==> config.mk <==
export PLATFORM = sky130hd
export DESIGN_NAME = dsp_frame_sequencer_flat
export DESIGN_NICKNAME = d
export VERILOG_FILES = /design/src/rtl/dsp_frame_sequencer_pkg.sv /design/src/rtl/dsp_frame_sequencer_if.sv /design/src/rtl/dsp_frame_sequencer_param_fifo.sv /design/src/rtl/dsp_frame_sequencer.sv /design/src/flat_wrapper.sv
export SDC_FILE = /design/constraint.sdc
export NUM_CORES = 1
export LEC_CHECK = 0
export BUFFER_PORTS_ARGS = -buffer_cell sky130_fd_sc_hd__buf_2
export CORE_ASPECT_RATIO = 0.8
export CORE_UTILIZATION = 50
export CTS_BUF_LIST = sky130_fd_sc_hd__clkbuf_16
export CTS_CLUSTER_SIZE = 25
export DETAILED_ROUTE_END_ITERATION = 10
export PLACE_DENSITY = 0.66
export SLEW_MARGIN = 20
export SYNTH_ARGS = -nofsm -noshare
export SYNTH_HDL_FRONTEND = slang
export SYNTH_SLANG_ARGS = --single-unit
==> constraint.sdc <==
create_clock -name clk -period 6.9 [get_ports clk]
set_input_delay 2.07 -clock clk [delete_from_list [all_inputs] [get_ports clk]]
set_output_delay 2.07 -clock clk [all_outputs]
set_load 0.02 [all_outputs]
==> src/rtl/dsp_frame_sequencer_pkg.sv <==
// Shared types and constants for the DSP frame sequencer.
// The sequencer hands out DSPCore start strobes and coefficient writes.
package dsp_frame_sequencer_pkg;

    localparam int ADDR_W_DEF     = 10;
    localparam int DATA_W_DEF     = 36;
    localparam int FIFO_DEPTH_DEF = 16;

    typedef struct packed {
        logic [ADDR_W_DEF-1:0] addr;
        logic [DATA_W_DEF-1:0] data;
        logic                  last;
    } param_wr_t;

    localparam logic [1:0] ST_IDLE  = 2'd0;
    localparam logic [1:0] ST_RUN   = 2'd1;
    localparam logic [1:0] ST_APPLY = 2'd2;

endpackage

==> src/rtl/dsp_frame_sequencer_if.sv <==
// Host coefficient-write bus.
// The host drives it through the master modport, and the sequencer accepts writes through the slave modport.
interface dsp_frame_sequencer_if
    import dsp_frame_sequencer_pkg::*;
#(
    parameter int ADDR_W = ADDR_W_DEF,
    parameter int DATA_W = DATA_W_DEF
);

    logic              wr_valid;
    logic              wr_ready;
    logic [ADDR_W-1:0] wr_addr;
    logic [DATA_W-1:0] wr_data;
    logic              wr_last;

    modport master (
        output wr_valid,
        output wr_addr,
        output wr_data,
        output wr_last,
        input  wr_ready
    );

    modport slave (
        input  wr_valid,
        input  wr_addr,
        input  wr_data,
        input  wr_last,
        output wr_ready
    );

endinterface

==> src/rtl/dsp_frame_sequencer_param_fifo.sv <==
// Show-ahead synchronous FIFO that holds queued coefficient writes.
// A flush empties it in one cycle.
module dsp_frame_sequencer_param_fifo
    import dsp_frame_sequencer_pkg::*;
#(
    parameter int WIDTH = ADDR_W_DEF + DATA_W_DEF + 1,
    parameter int DEPTH = FIFO_DEPTH_DEF
) (
    input  logic             clk,
    input  logic             rst_n,
    input  logic             push,
    input  logic             pop,
    input  logic             flush,
    input  logic [WIDTH-1:0] din,
    output logic [WIDTH-1:0] dout,
    output logic             full,
    output logic             empty
);

    localparam int PTR_W = $clog2(DEPTH);
    localparam logic [PTR_W:0] PTR_ONE = 1;

    logic [WIDTH-1:0] mem [DEPTH];
    logic [PTR_W:0]   wr_ptr;
    logic [PTR_W:0]   rd_ptr;
    logic             push_ok;
    logic             pop_ok;

    assign push_ok = push && !full;
    assign pop_ok  = pop && !empty;

    always_ff @(posedge clk) begin
        if (push_ok) begin
            mem[wr_ptr[PTR_W-1:0]] <= din;
        end
    end

    // The extra pointer MSB tells a full FIFO apart from an empty one.
    always_ff @(posedge clk or negedge rst_n) begin
        if (!rst_n) begin
            wr_ptr <= '0;
            rd_ptr <= '0;
        end else if (flush) begin
            wr_ptr <= '0;
            rd_ptr <= '0;
        end else begin
            if (push_ok) begin
                wr_ptr <= wr_ptr + PTR_ONE;
            end
            if (pop_ok) begin
                rd_ptr <= rd_ptr + PTR_ONE;
            end
        end
    end

    assign empty = (wr_ptr == rd_ptr);
    assign full  = (wr_ptr[PTR_W-1:0] == rd_ptr[PTR_W-1:0]) && (wr_ptr[PTR_W] != rd_ptr[PTR_W]);
    assign dout  = mem[rd_ptr[PTR_W-1:0]];

endmodule

==> src/rtl/dsp_frame_sequencer.sv <==
// Issues DSPCore start pulses. Committed coefficient groups are applied only in the gap after a frame.
// As a result, a frame never runs with a partially written group.
module dsp_frame_sequencer
    import dsp_frame_sequencer_pkg::*;
#(
    parameter int ADDR_W     = ADDR_W_DEF,
    parameter int DATA_W     = DATA_W_DEF,
    parameter int FIFO_DEPTH = FIFO_DEPTH_DEF
) (
    input  logic                 clk,
    input  logic                 rst_n,
    input  logic                 frame_req,
    output logic                 dsp_start,
    input  logic                 dsp_done,
    dsp_frame_sequencer_if.slave host,
    output logic                 coef_we,
    output logic [ADDR_W-1:0]    coef_addr,
    output logic [DATA_W-1:0]    coef_data,
    output logic                 late_start,
    output logic                 group_err,
    input  logic                 err_clr
);

    localparam int ENTRY_W = ADDR_W + DATA_W + 1;
    localparam int CNT_W   = $clog2(FIFO_DEPTH) + 1;
    localparam logic [CNT_W-1:0] CNT_ONE = 1;

    logic [1:0]         state;
    logic [1:0]         state_nxt;
    logic [CNT_W-1:0]   committed;
    logic [CNT_W-1:0]   committed_nxt;
    logic               start_pend;
    logic               start_dly;
    logic               issue_start;
    logic               delay_start;
    logic               late_set;
    logic               pend_now;
    logic               fifo_full;
    logic               fifo_empty;
    logic               push;
    logic               pop;
    logic               flush;
    logic               push_last;
    logic               pop_last;
    logic [ENTRY_W-1:0] fifo_din;
    logic [ENTRY_W-1:0] head;

    assign host.wr_ready = !fifo_full;
    assign push          = host.wr_valid && !fifo_full;
    assign push_last     = push && host.wr_last;
    assign fifo_din      = {host.wr_addr, host.wr_data, host.wr_last};
    assign pop           = (state == ST_APPLY) && !fifo_empty;
    assign pop_last      = pop && head[0];
    assign pend_now      = start_pend || frame_req;

    // A full FIFO without a committed group can never drain, so that group is dropped.
    assign flush = fifo_full && (committed == '0);

    dsp_frame_sequencer_param_fifo #(
        .WIDTH (ENTRY_W),
        .DEPTH (FIFO_DEPTH)
    ) u_fifo (
        .clk   (clk),
        .rst_n (rst_n),
        .push  (push),
        .pop   (pop),
        .flush (flush),
        .din   (fifo_din),
        .dout  (head),
        .full  (fifo_full),
        .empty (fifo_empty)
    );

    always_comb begin
        committed_nxt = committed;
        if (push_last && !pop_last) begin
            committed_nxt = committed + CNT_ONE;
        end else if (!push_last && pop_last) begin
            committed_nxt = committed - CNT_ONE;
        end
    end

    // A start that was held back behind a group waits one cycle after the last pop.
    // This keeps dsp_start one cycle after the final coef_we.
    always_comb begin
        state_nxt   = state;
        issue_start = 1'b0;
        delay_start = 1'b0;
        late_set    = 1'b0;
        case (state)
            ST_IDLE: begin
                if (frame_req) begin
                    issue_start = 1'b1;
                    state_nxt   = ST_RUN;
                end
            end
            ST_RUN: begin
                if (dsp_done && !start_dly) begin
                    if (pend_now) begin
                        issue_start = 1'b1;
                        late_set    = 1'b1;
                    end else if (committed != '0) begin
                        state_nxt = ST_APPLY;
                    end else begin
                        state_nxt = ST_IDLE;
                    end
                end
            end
            ST_APPLY: begin
                if (pop_last) begin
                    if (pend_now) begin
                        delay_start = 1'b1;
                        late_set    = 1'b1;
                        state_nxt   = ST_RUN;
                    end else if (committed_nxt == '0) begin
                        state_nxt = ST_IDLE;
                    end
                end
            end
            default: state_nxt = ST_IDLE;
        endcase
    end

    always_ff @(posedge clk or negedge rst_n) begin
        if (!rst_n) begin
            state      <= ST_IDLE;
            committed  <= '0;
            start_pend <= 1'b0;
            start_dly  <= 1'b0;
            dsp_start  <= 1'b0;
        end else begin
            state     <= state_nxt;
            committed <= committed_nxt;
            start_dly <= delay_start;
            dsp_start <= issue_start || start_dly;
            if (issue_start || delay_start) begin
                start_pend <= 1'b0;
            end else if (frame_req && (state != ST_IDLE)) begin
                start_pend <= 1'b1;
            end
        end
    end

    always_ff @(posedge clk or negedge rst_n) begin
        if (!rst_n) begin
            coef_we    <= 1'b0;
            coef_addr  <= '0;
            coef_data  <= '0;
            late_start <= 1'b0;
            group_err  <= 1'b0;
        end else begin
            coef_we <= pop;
            if (pop) begin
                coef_addr <= head[ENTRY_W-1 -: ADDR_W];
                coef_data <= head[DATA_W:1];
            end
            if (late_set) begin
                late_start <= 1'b1;
            end else if (err_clr) begin
                late_start <= 1'b0;
            end
            if (flush) begin
                group_err <= 1'b1;
            end else if (err_clr) begin
                group_err <= 1'b0;
            end
        end
    end

endmodule
==> src/flat_wrapper.sv <==
// flat-port wrapper written by rule: the top's interface ports become plain ports
module dsp_frame_sequencer_flat import dsp_frame_sequencer_pkg::*;
#(
    parameter int ADDR_W     = ADDR_W_DEF,
    parameter int DATA_W     = DATA_W_DEF,
    parameter int FIFO_DEPTH = FIFO_DEPTH_DEF
)
  (clk, rst_n, frame_req, dsp_start, dsp_done, coef_we, coef_addr, coef_data, late_start, group_err, err_clr, host_wr_valid, host_wr_addr, host_wr_data, host_wr_last, host_wr_ready);
  dsp_frame_sequencer_if #(.ADDR_W(ADDR_W), .DATA_W(DATA_W)) host_i ();
  input  logic clk;
  input  logic rst_n;
  input  logic frame_req;
  output logic dsp_start;
  input  logic dsp_done;
  output logic coef_we;
  output logic [ADDR_W-1:0] coef_addr;
  output logic [DATA_W-1:0] coef_data;
  output logic late_start;
  output logic group_err;
  input  logic err_clr;
  input wire logic [$bits(host_i.wr_valid)-1:0] host_wr_valid;
  input wire logic [$bits(host_i.wr_addr)-1:0] host_wr_addr;
  input wire logic [$bits(host_i.wr_data)-1:0] host_wr_data;
  input wire logic [$bits(host_i.wr_last)-1:0] host_wr_last;
  output wire logic [$bits(host_i.wr_ready)-1:0] host_wr_ready;
  assign host_i.wr_valid = host_wr_valid;
  assign host_i.wr_addr = host_wr_addr;
  assign host_i.wr_data = host_wr_data;
  assign host_i.wr_last = host_wr_last;
  assign host_wr_ready = host_i.wr_ready;
  dsp_frame_sequencer #(.ADDR_W(ADDR_W), .DATA_W(DATA_W), .FIFO_DEPTH(FIFO_DEPTH)) u_core (.clk(clk), .rst_n(rst_n), .frame_req(frame_req), .dsp_start(dsp_start), .dsp_done(dsp_done), .host(host_i), .coef_we(coef_we), .coef_addr(coef_addr), .coef_data(coef_data), .late_start(late_start), .group_err(group_err), .err_clr(err_clr));
endmodule
# Word-level counts from Yosys, hierarchy flattened
# Memories as Yosys holds them, arrays and structs flattened.
# Cells that the tools add are included.
[op_classes]
addsub = 4
n_mul = 0
n_div = 0
magnitude_cmp = 0
eq_ne = 10
shifts = 0
muxes = 28
bitwise = 0
n_reduce_logical = 31
[ops]
columns = ["cell", "count"]
rows = [
  ["$mux 5", 6],
  ["$add 5x1->5 const B", 3],
  ["$mux 2", 7],
  ["$logic_and 1x1->1", 12],
  ["$mux 1", 12],
  ["$reduce_bool 2->1", 6],
  ["$logic_not 5->1", 2],
  ["$pmux 2 s3", 1],
  ["$eq 5x5->1", 1],
  ["$logic_not 1->1", 5],
  ["$reduce_and 5->1", 1],
  ["$reduce_bool 5->1", 1],
  ["$sub 5x1->5 const B", 1],
  ["$eq 4x4->1", 1],
  ["$ne 2x1->1 const B", 2],
  ["$ne 2x2->1 const B", 2],
  ["$pmux 1 s2", 2],
  ["$logic_or 1x1->1", 3],
  ["$ne 3x2->1 const B", 1],
  ["$eq 2x1->1 const B", 1],
  ["$eq 2x2->1 const B", 1],
  ["$logic_not 2->1", 1],
  ["$ne 1x1->1", 1],
]
[totals]
reg_bits = 69
latchBits = 0
ram_bits = 752
romBits = 0
input_bits = 53
output_inout_bits = 51
wordCells = 86
memories = 1
[memory_table]
columns = ["memory", "words", "width", "rd", "rd_clocked_by_memory_dff", "wr", "line", "rtl"]
rows = [
  ["u_core.u_fifo.mem", 16, 47, 1, 0, 1, "dsp_frame_sequencer_param_fifo.sv:23", "logic [WIDTH-1:0] mem [DEPTH];"],
]

# Depth between registers and ports, before layout
# Gate-level depths: netlist of run 1.
[logic_depth]
word_depth = 14
mapped_depth = 10
depth_no_buf = 9

# Hierarchy
# From an unflattened synthesis of run 1, not the netlist that was laid out.
[unflattened]
hier_cells = 1642
hier_area_um2 = 32504.9
[by_module_without_submodules]
columns = ["module", "n_inst", "cells_per_inst", "area_per_inst_um2", "seq_area_each_um2"]
rows = [
  ["dsp_frame_sequencer_param_fifo", 1, 1449, 29909.9, 22831.9],
  ["dsp_frame_sequencer", 1, 193, 2595.0, 1476.4],
]

# Worst setup path after synthesis of run 1
# No wires, ideal clock.
[synth_timing]
kind = "input -> register"
start = "in host_wr_valid"
end = "mem u_core.u_fifo.mem[3][0] (netlist name), enable pin"
setup_time_ns = 0.509
arrival_ns = 5.796
required_time_ns = 6.391
path_slack_ns = 0.595
path_stages = 4
path_buffers = 1
path_cell_list = "and2_1 clkbuf_1 nand2_1 nor3_1"
[synth_between]
elab_chain_len = 4
[synth_rtl]
columns = ["element", "line", "rtl"]
rows = [
  ["start, declared", "flat_wrapper.sv:21", "input wire logic [$bits(host_i.wr_valid)-1:0] host_wr_valid;"],
  ["$logic_and 1x1->1", "dsp_frame_sequencer.sv:49", "assign push = host.wr_valid && !fifo_full;"],
  ["$logic_and 1x1->1", "dsp_frame_sequencer_param_fifo.sv:29", "assign push_ok = push && !full;"],
  ["$mux 1", "dsp_frame_sequencer_param_fifo.sv:33", "if (push_ok) begin"],
  ["$mux 1 (not written as such)", "dsp_frame_sequencer_param_fifo.sv:34", "mem[wr_ptr[PTR_W-1:0]] <= din;"],
  ["end, declared", "dsp_frame_sequencer_param_fifo.sv:23", ""],
]
# Every way passes these cells.

# Final worst setup path of run 1
[layout_timing]
start = "reg u_core.u_fifo.rd_ptr[0]"
end = "out host_wr_ready"
[layout_between]
elab_chain_len = 3
[layout_rtl]
columns = ["element", "line", "rtl"]
rows = [
  ["start, declared", "dsp_frame_sequencer_param_fifo.sv:25", "logic [PTR_W:0] rd_ptr;"],
  ["start signal, assigned", "dsp_frame_sequencer_param_fifo.sv:51", "rd_ptr <= rd_ptr + PTR_ONE;"],
  ["$eq 4x4->1", "dsp_frame_sequencer_param_fifo.sv:57", "assign full = (wr_ptr[PTR_W-1:0] == rd_ptr[PTR_W-1:0]) && (wr_ptr[PTR_W] != rd_ptr[PTR_W]);"],
  ["$logic_and 1x1->1", "dsp_frame_sequencer_param_fifo.sv:57", ""],
  ["$logic_not 1->1", "dsp_frame_sequencer.sv:48", "assign host.wr_ready = !fifo_full;"],
  ["end, declared", "flat_wrapper.sv:25", "output wire logic [$bits(host_i.wr_ready)-1:0] host_wr_ready;"],
]
# Every way passes these cells.

==> results.py, run 1 <==
metrics = {
    "global_routing": {
        "antenna_found_initial": 3,
        "grt_pass1_vias": 15030,
        "grt_usage_pct": 21.58,
        "grt_pass1_wl_um": 98780,
        "grt_overflow": 0,
        "grt_max_degree": 72,
    },
    "synth": {
        "netlist_instances": 1429,
        "synth_area_leader_cell": "edfxtp_1",
        "synth_edf_count": 752,
        "syn_area_per_cell_um2": 21.98,
        "yosysMostFrequentCell": "edfxtp_1",
        "yosys_register_bits": 821,
        "synth_fp_nets": 1494,
        "netlist_area_um2": 31420,
        "netlist.area_leader.share_pct": 71.88,
        "synthTopCellsByArea": "edfxtp_1, mux4_2, dfrtp_1",
        "synthArstFlopShare_pct": 8.404,
        "ys_types": 48,
        "seq_area_frac_synth_pct": 77.37,
        "synth_commonest_cells": "edfxtp_1, mux4_2, nand2_1, dfrtp_1, clkbuf_1",
        "synth_ff_type": "edfxtp_1",
        "yosys_warnings": 0,
    },
    "sta": {
        "tightest_slew_ns": 1.105,
        "fin_skew_ns": 0.02001,
        "finalCritPeriodShare_pct": 67.05,
        "whs_ns": 0.4645,
        "rsz0062_at_grt": "false",
        "max_freq_ghz": 0.2161,
        "finalSetupTns_ns": 0,
        "drv_slew": 0,
        "min_period_ns": 4.627,
        "max_slew_margin_pct": 26.36,
        "setup-violations-final": 0,
        "final-hold-violation-count": 0,
    },
    "clock_tree": {
        "cts_hold_buf": 0,
        "cts_tree": "done",
        "cts_inserted_buffers": 79,
        "clockBufferDepth": 3,
        "clkTransAtPathRegs_ns": 0.06,
        "cts.sinks": 821,
        "cts_setup_buffers": 0,
        "cts-root-buf": "clkbuf_16",
        "cts_resized": 0,
        "h-tree-depth": 3,
        "clk_latency_ns": 0.63,
    },
    "pwr": {
        "p_per_area_nw_per_um2": 406.9,
        "p_leak_nw": 11.76,
        "finalPower_mw": 14.48,
        "ir_drop_mv": 0.2251,
    },
    "critical_path": {
        "crit_start": "u_core.u_fifo.rd_ptr[0]",
        "r2r_end": "u_core.u_fifo.mem[11][3]",
        "cp.required_ns": 4.83,
        "crit_path_max_incr_delay_ns": 0.83,
        "r2r_cells": 7,
        "crit_path_end_kind": "output port",
        "path_cells": "xnor2_1 -> nand4_1 -> nand2b_1 -> buf_2",
        "start_kind": "flip-flop",
        "worst_ep_arrival_time_ns": 2.56,
        "ff2ff_setup_slack_ns": 2.81,
        "crit_end": "host_wr_ready",
        "crit_fanout": 31,
        "critPathSlowestCell": "dfrtp_4",
        "crit_type": "reg2out",
        "r2r_start": "u_core.u_fifo.rd_ptr[0]",
    },
    "placement": {
        "hpwl_um": 35910,
        "place.gp.congestion": 0.7322,
        "place.port_buffers": 103,
        "placed_cells": 2323,
    },
    "finish": {
        "utilization_pct": 57.75,
        "fin_nets": 1639,
        "n_antenna_cell": 0,
        "layout.cells.non_filler": 2469,
        "syn_to_final_growth_pct": 13.26,
        "drive_above_1_share_pct": 30.63,
    },
    "worst_hold_path": {
        "min_path_type": "reg2reg",
        "hold_start": "u_core.coef_data[15]",
    },
    "flow_run": {
        "drv_cap": 0,
    },
    "die": {
        "die-area_um2": 63840,
        "core-area_um2": 61620,
        "start_util_pct": 50.98,
        "die_w_um": 282.3,
        "num_rows": 81,
        "die_h_um": 226.2,
        "io_pins": 104,
    },
    "drt": {
        "drc": 0,
        "drtAntennaViolNets": 0,
        "dr.first_iter.drc_count": 1517,
        "vias": 14750,
        "routed_wl_um": 66010,
        "viasPerCell": 5.974,
        "dr.pass1.iters": 5,
        "wire_per_inst_um": 26.74,
    },
    "outcome": {
        "status": "completed",
    },
}
==> cell families after synthesis <==
kind of cell,after synthesis,share of synthesized area (%)
adders and majority gates,12,0.4779
and+or+nand+nor,222,2.955
muxes,236,16.85
AOI/OAI and AO/OA,39,0.9161
buffers and inverters,87,1.087
xor gates and xnor gates,12,0.3345
DFF,821,77.37
==> layout by cell type (no fill, tap or decap), types with 4 or more instances in the layout <==
master        n
a21oi_1       4
buf_2       102
buf_4        33
bufinv_16     7
clkbuf_16    79
clkinv_1     19
clkinv_2     11
clkinvlp_4    4
dfrtp_1      65
edfxtp_1    752
ha_1         12
inv_1        32
inv_6         6
mux4_2      233
nand2_1     155
nand3_1       5
nand4_1       5
nor2_1       18
nor2_4       12
nor3_2        4
nor4_1        4
o21ai_0       4
o21ai_1       4
xnor2_1       6
xor2_1        6
==> sequential cells by signal, indices dropped and copies added, names as in the netlist <==
name,flops
u_core.dsp_start,1
u_core.state,2
u_core.coef_data,36
u_core.late_start,1
u_core.u_fifo.mem,752
u_core.start_dly,1
u_core.u_fifo.rd_ptr,5
u_core.group_err,1
u_core.coef_we,1
u_core.start_pend,1
u_core.coef_addr,10
u_core.committed,5
u_core.u_fifo.wr_ptr,5
==> critical path, delay by kind of cell, from the launching register on <==
family | cells | cell delay (ns)
and+or+nand+nor | 2 | 0.69
buffers and inverters | 1 | 0.21
DFF | 1 | 0.83
xor gates and xnor gates | 1 | 0.19
==> area by class of cell <==
class / count / area, um^2
sequential: 821 / 24320
multi-input combinational: 521 / 6888
clock inverter: 67 / 533.0
inverter: 15 / 56.30
clock buffer: 79 / 1977
tap: 830 / 1039
timing repair buffer: 136 / 769.5
fill: 4546 / 26040
==> layer usage <==
| metal | wire, um | GRT usage, % |
|---|---|---|
| met4 | 1111 | 4.725 |
| met1 | 29640 | 32.75 |
| met3 | 4511 | 4.759 |
| met5 | 38 | 0 |
| met2 | 30720 | 32.38 |
==> power breakdown <==
part	total, mW	switching [mW]	internal (mW)
registers	6.36	0.319	6.04
clock network	4.20	1.83	2.36
logic	3.92	2.14	1.78
total	14.5	4.29	10.2
==> how the worst min path moves through the flow <==
stage | end | slack [ns] | cells past startpoint
4_1_cts | u_core.coef_data[6] | 0.47 | 2
3_3_place_gp | u_core.coef_data[15] | 0.45 | 2
5_1_grt | u_core.coef_data[5] | 0.49 | 2
6_report | u_core.coef_data[15] | 0.46 | 2
3_5_place_dp | u_core.coef_data[6] | 0.46 | 2
2_1_floorplan | u_core.dsp_start | 0.47 | 1
==> metrics by stage <==
| step | cell area (um^2) | worst slack, ns |
|---|---|---|
| after floorplan | 31420 | 0.5950 |
| after global placement | 33070 | 2.287 |
| after detailed placement | 33070 | 2.240 |
| after CTS | 35580 | 2.235 |
| after global routing | 35580 | 2.121 |
| final | 35580 | 2.274 |
No activity file was read; power rests on OpenSTA's default activity.
==> inputs of run 2 (changes only) <==
==> constraint.sdc (replaced) <==
create_clock -name clk -period 4.5 [get_ports clk]
set_input_delay 1.35 -clock clk [delete_from_list [all_inputs] [get_ports clk]]
set_output_delay 1.35 -clock clk [all_outputs]
set_load 0.02 [all_outputs]
==> run 2 against run 1 <==
Effect of this change:
- register-to-register slack got worse by 1.9 ns
- global-route usage rose by 0.14 points
- sequential cell count unchanged
- largest power group unchanged
- critical path type unchanged
- non-clock buffer count is 9 higher
- highest routed layer unchanged
- worst setup slack worse by 1.5 ns
- sequential power up 53%
- critical endpoint unchanged
==> results.py, run 2 (same netlist as run 1, synthesis figures left out) <==
metrics = {
    "worst_hold_path": {
        "hold_depth": 2,
        "whs_endpoint": "u_core.coef_data[9]",
        "min_path_type": "reg2reg",
        "hold_start": "u_core.coef_data[9]",
    },
    "die": {
        "io_pins": 104,
        "num_rows": 81,
        "start_util_pct": 50.98,
        "die-area_um2": 63840,
        "core-area_um2": 61620,
        "die_h_um": 226.2,
        "die_w_um": 282.3,
    },
    "placement": {
        "place.gp.congestion": 0.7536,
        "hpwl_um": 35020,
        "dpl_worst_slack_ns": 0.9670,
        "place.port_buffers": 103,
        "placed_area_um2": 33220,
        "placed_cells": 2332,
    },
    "drt": {
        "vias": 14830,
        "drc": 0,
        "dr.first_iter.drc_count": 1537,
        "dr.pass1.iters": 5,
        "drtAntennaViolNets": 0,
        "wire_per_inst_um": 26.84,
        "routed_wl_um": 66630,
        "viasPerCell": 5.974,
    },
    "global_routing": {
        "antenna_found_initial": 6,
        "grt_max_degree": 138,
        "grt_usage_pct": 21.72,
        "grt_pass1_vias": 15190,
        "grt_overflow": 0,
        "grt_pass1_wl_um": 99500,
    },
    "outcome": {
        "status": "completed",
    },
    "clock_tree": {
        "cts_setup_buffers": 0,
        "cts_inserted_buffers": 81,
        "cts_tree": "done",
        "clockBufferDepth": 3,
        "cts-root-buf": "clkbuf_16",
        "cts.sinks": 821,
        "clk_latency_ns": 0.63,
        "cts_hold_buf": 0,
        "cts_resized": 0,
        "h-tree-depth": 3,
        "clkTransAtPathRegs_ns": 0.06,
    },
    "critical_path": {
        "ff2ff_setup_slack_ns": 0.88,
        "r2r_end": "u_core.state[0]",
        "crit_fanout": 28,
        "cp.required_ns": 3.15,
        "start_kind": "flip-flop",
        "crit_type": "reg2out",
        "r2r_cells": 9,
        "r2r_start": "u_core.u_fifo.rd_ptr[0]",
        "crit_path_end_kind": "output port",
        "worst_ep_arrival_time_ns": 2.40,
    },
    "finish": {
        "fin_nets": 1650,
        "drive_above_1_share_pct": 31.30,
        "syn_to_final_growth_pct": 14.45,
        "largest_reg_flops": 752,
        "layout.cells.non_filler": 2483,
        "mostFrequentLayoutCells": "edfxtp_1, mux4_2, nand2_1",
        "stdcell_area_um2": 35960,
        "nFillCells": 4479,
        "final_common_cell": "edfxtp_1",
    },
    "sta": {
        "finalSetupTns_ns": 0,
        "finalCritPeriodShare_pct": 83.26,
        "max_slew_margin_pct": 31.86,
        "max_freq_ghz": 0.2669,
        "worst_slack_ns": 0.7533,
        "fin_skew_ns": 0.02011,
        "drv_slew": 0,
        "rsz0062_at_grt": "false",
        "setup-violations-final": 0,
        "final-hold-violation-count": 0,
        "min_period_ns": 3.747,
        "tightest_slew_ns": 1.022,
    },
    "pwr": {
        "p_leak_nw": 11.93,
        "ir_drop_mv": 0.3749,
        "finalPower_mw": 22.57,
        "p_per_area_nw_per_um2": 627.7,
    },
    "flow_run": {
        "drv_cap": 0,
    },
}
-- run 2: changes by cell type in the layout (fill, tap and decap cells not counted), moves of 5 or more --
cell	change
buf_12	+5
buf_4	+5
inv_6	-5
clkbuf_16	+5
-- run 2: how the worst max path moves through the flow --
stage,startpoint,endpoint,cells after the start
final,u_core.u_fifo.rd_ptr[0],host_wr_ready,4
after global routing,u_core.u_fifo.rd_ptr[0],host_wr_ready,4
after CTS,u_core.u_fifo.rd_ptr[0],host_wr_ready,4
after detailed placement,u_core.u_fifo.rd_ptr[0],u_core.state[1],9
after global placement,u_core.u_fifo.rd_ptr[0],u_core.state[0],9
after floorplan,host_wr_valid,u_core.u_fifo.mem[7][0],4
-- run 2: through the flow --
stage,utilization (%),hold slack [ns]
2_1_floorplan,-,0.4680
3_3_place_gp,53.92,0.4565
3_5_place_dp,53.92,0.4589
4_1_cts,58.35,0.4741
5_1_grt,58.35,0.4854
6_report,58.35,0.4650
-- run 2: layer usage --
layer  track usage (%)  vias to the layer above  part of all wire (%)
met3             4.159                       94                   7.0
met5                 0                        -                 0.032
met2             32.54                      537                    46
met1             33.52                     7984                    45
li1                  -                     6212                     -
met4             4.638                        6                   1.7
-- run 2: final cells by class --
cell class,instances,area [um^2],share of cell area [%]
multi-input cells,521,6913,19.23
inverters,15,56.30,0.1566
well taps,830,1039,2.888
flip-flops and latches,821,24320,67.64
clock inverters,66,626.9,1.743
repair buffers,145,895.9,2.492
clock buffers,84,2102,5.846
diodes,1,2.502,0.006960
-- run 2: worst max-delay path, cell delays in order, from the launching register on --
cell,delay [ns]
dfrtp_4,0.81
xnor2_1,0.18
nand4_1,0.25
nand2b_1,0.31
buf_2,0.21
-- run 2: report_power, final --
group	switching [mW]	total [mW]	internal, mW
sequential	0.472	9.73	9.26
clock	2.81	6.83	4.03
combinational	3.26	6.00	2.75
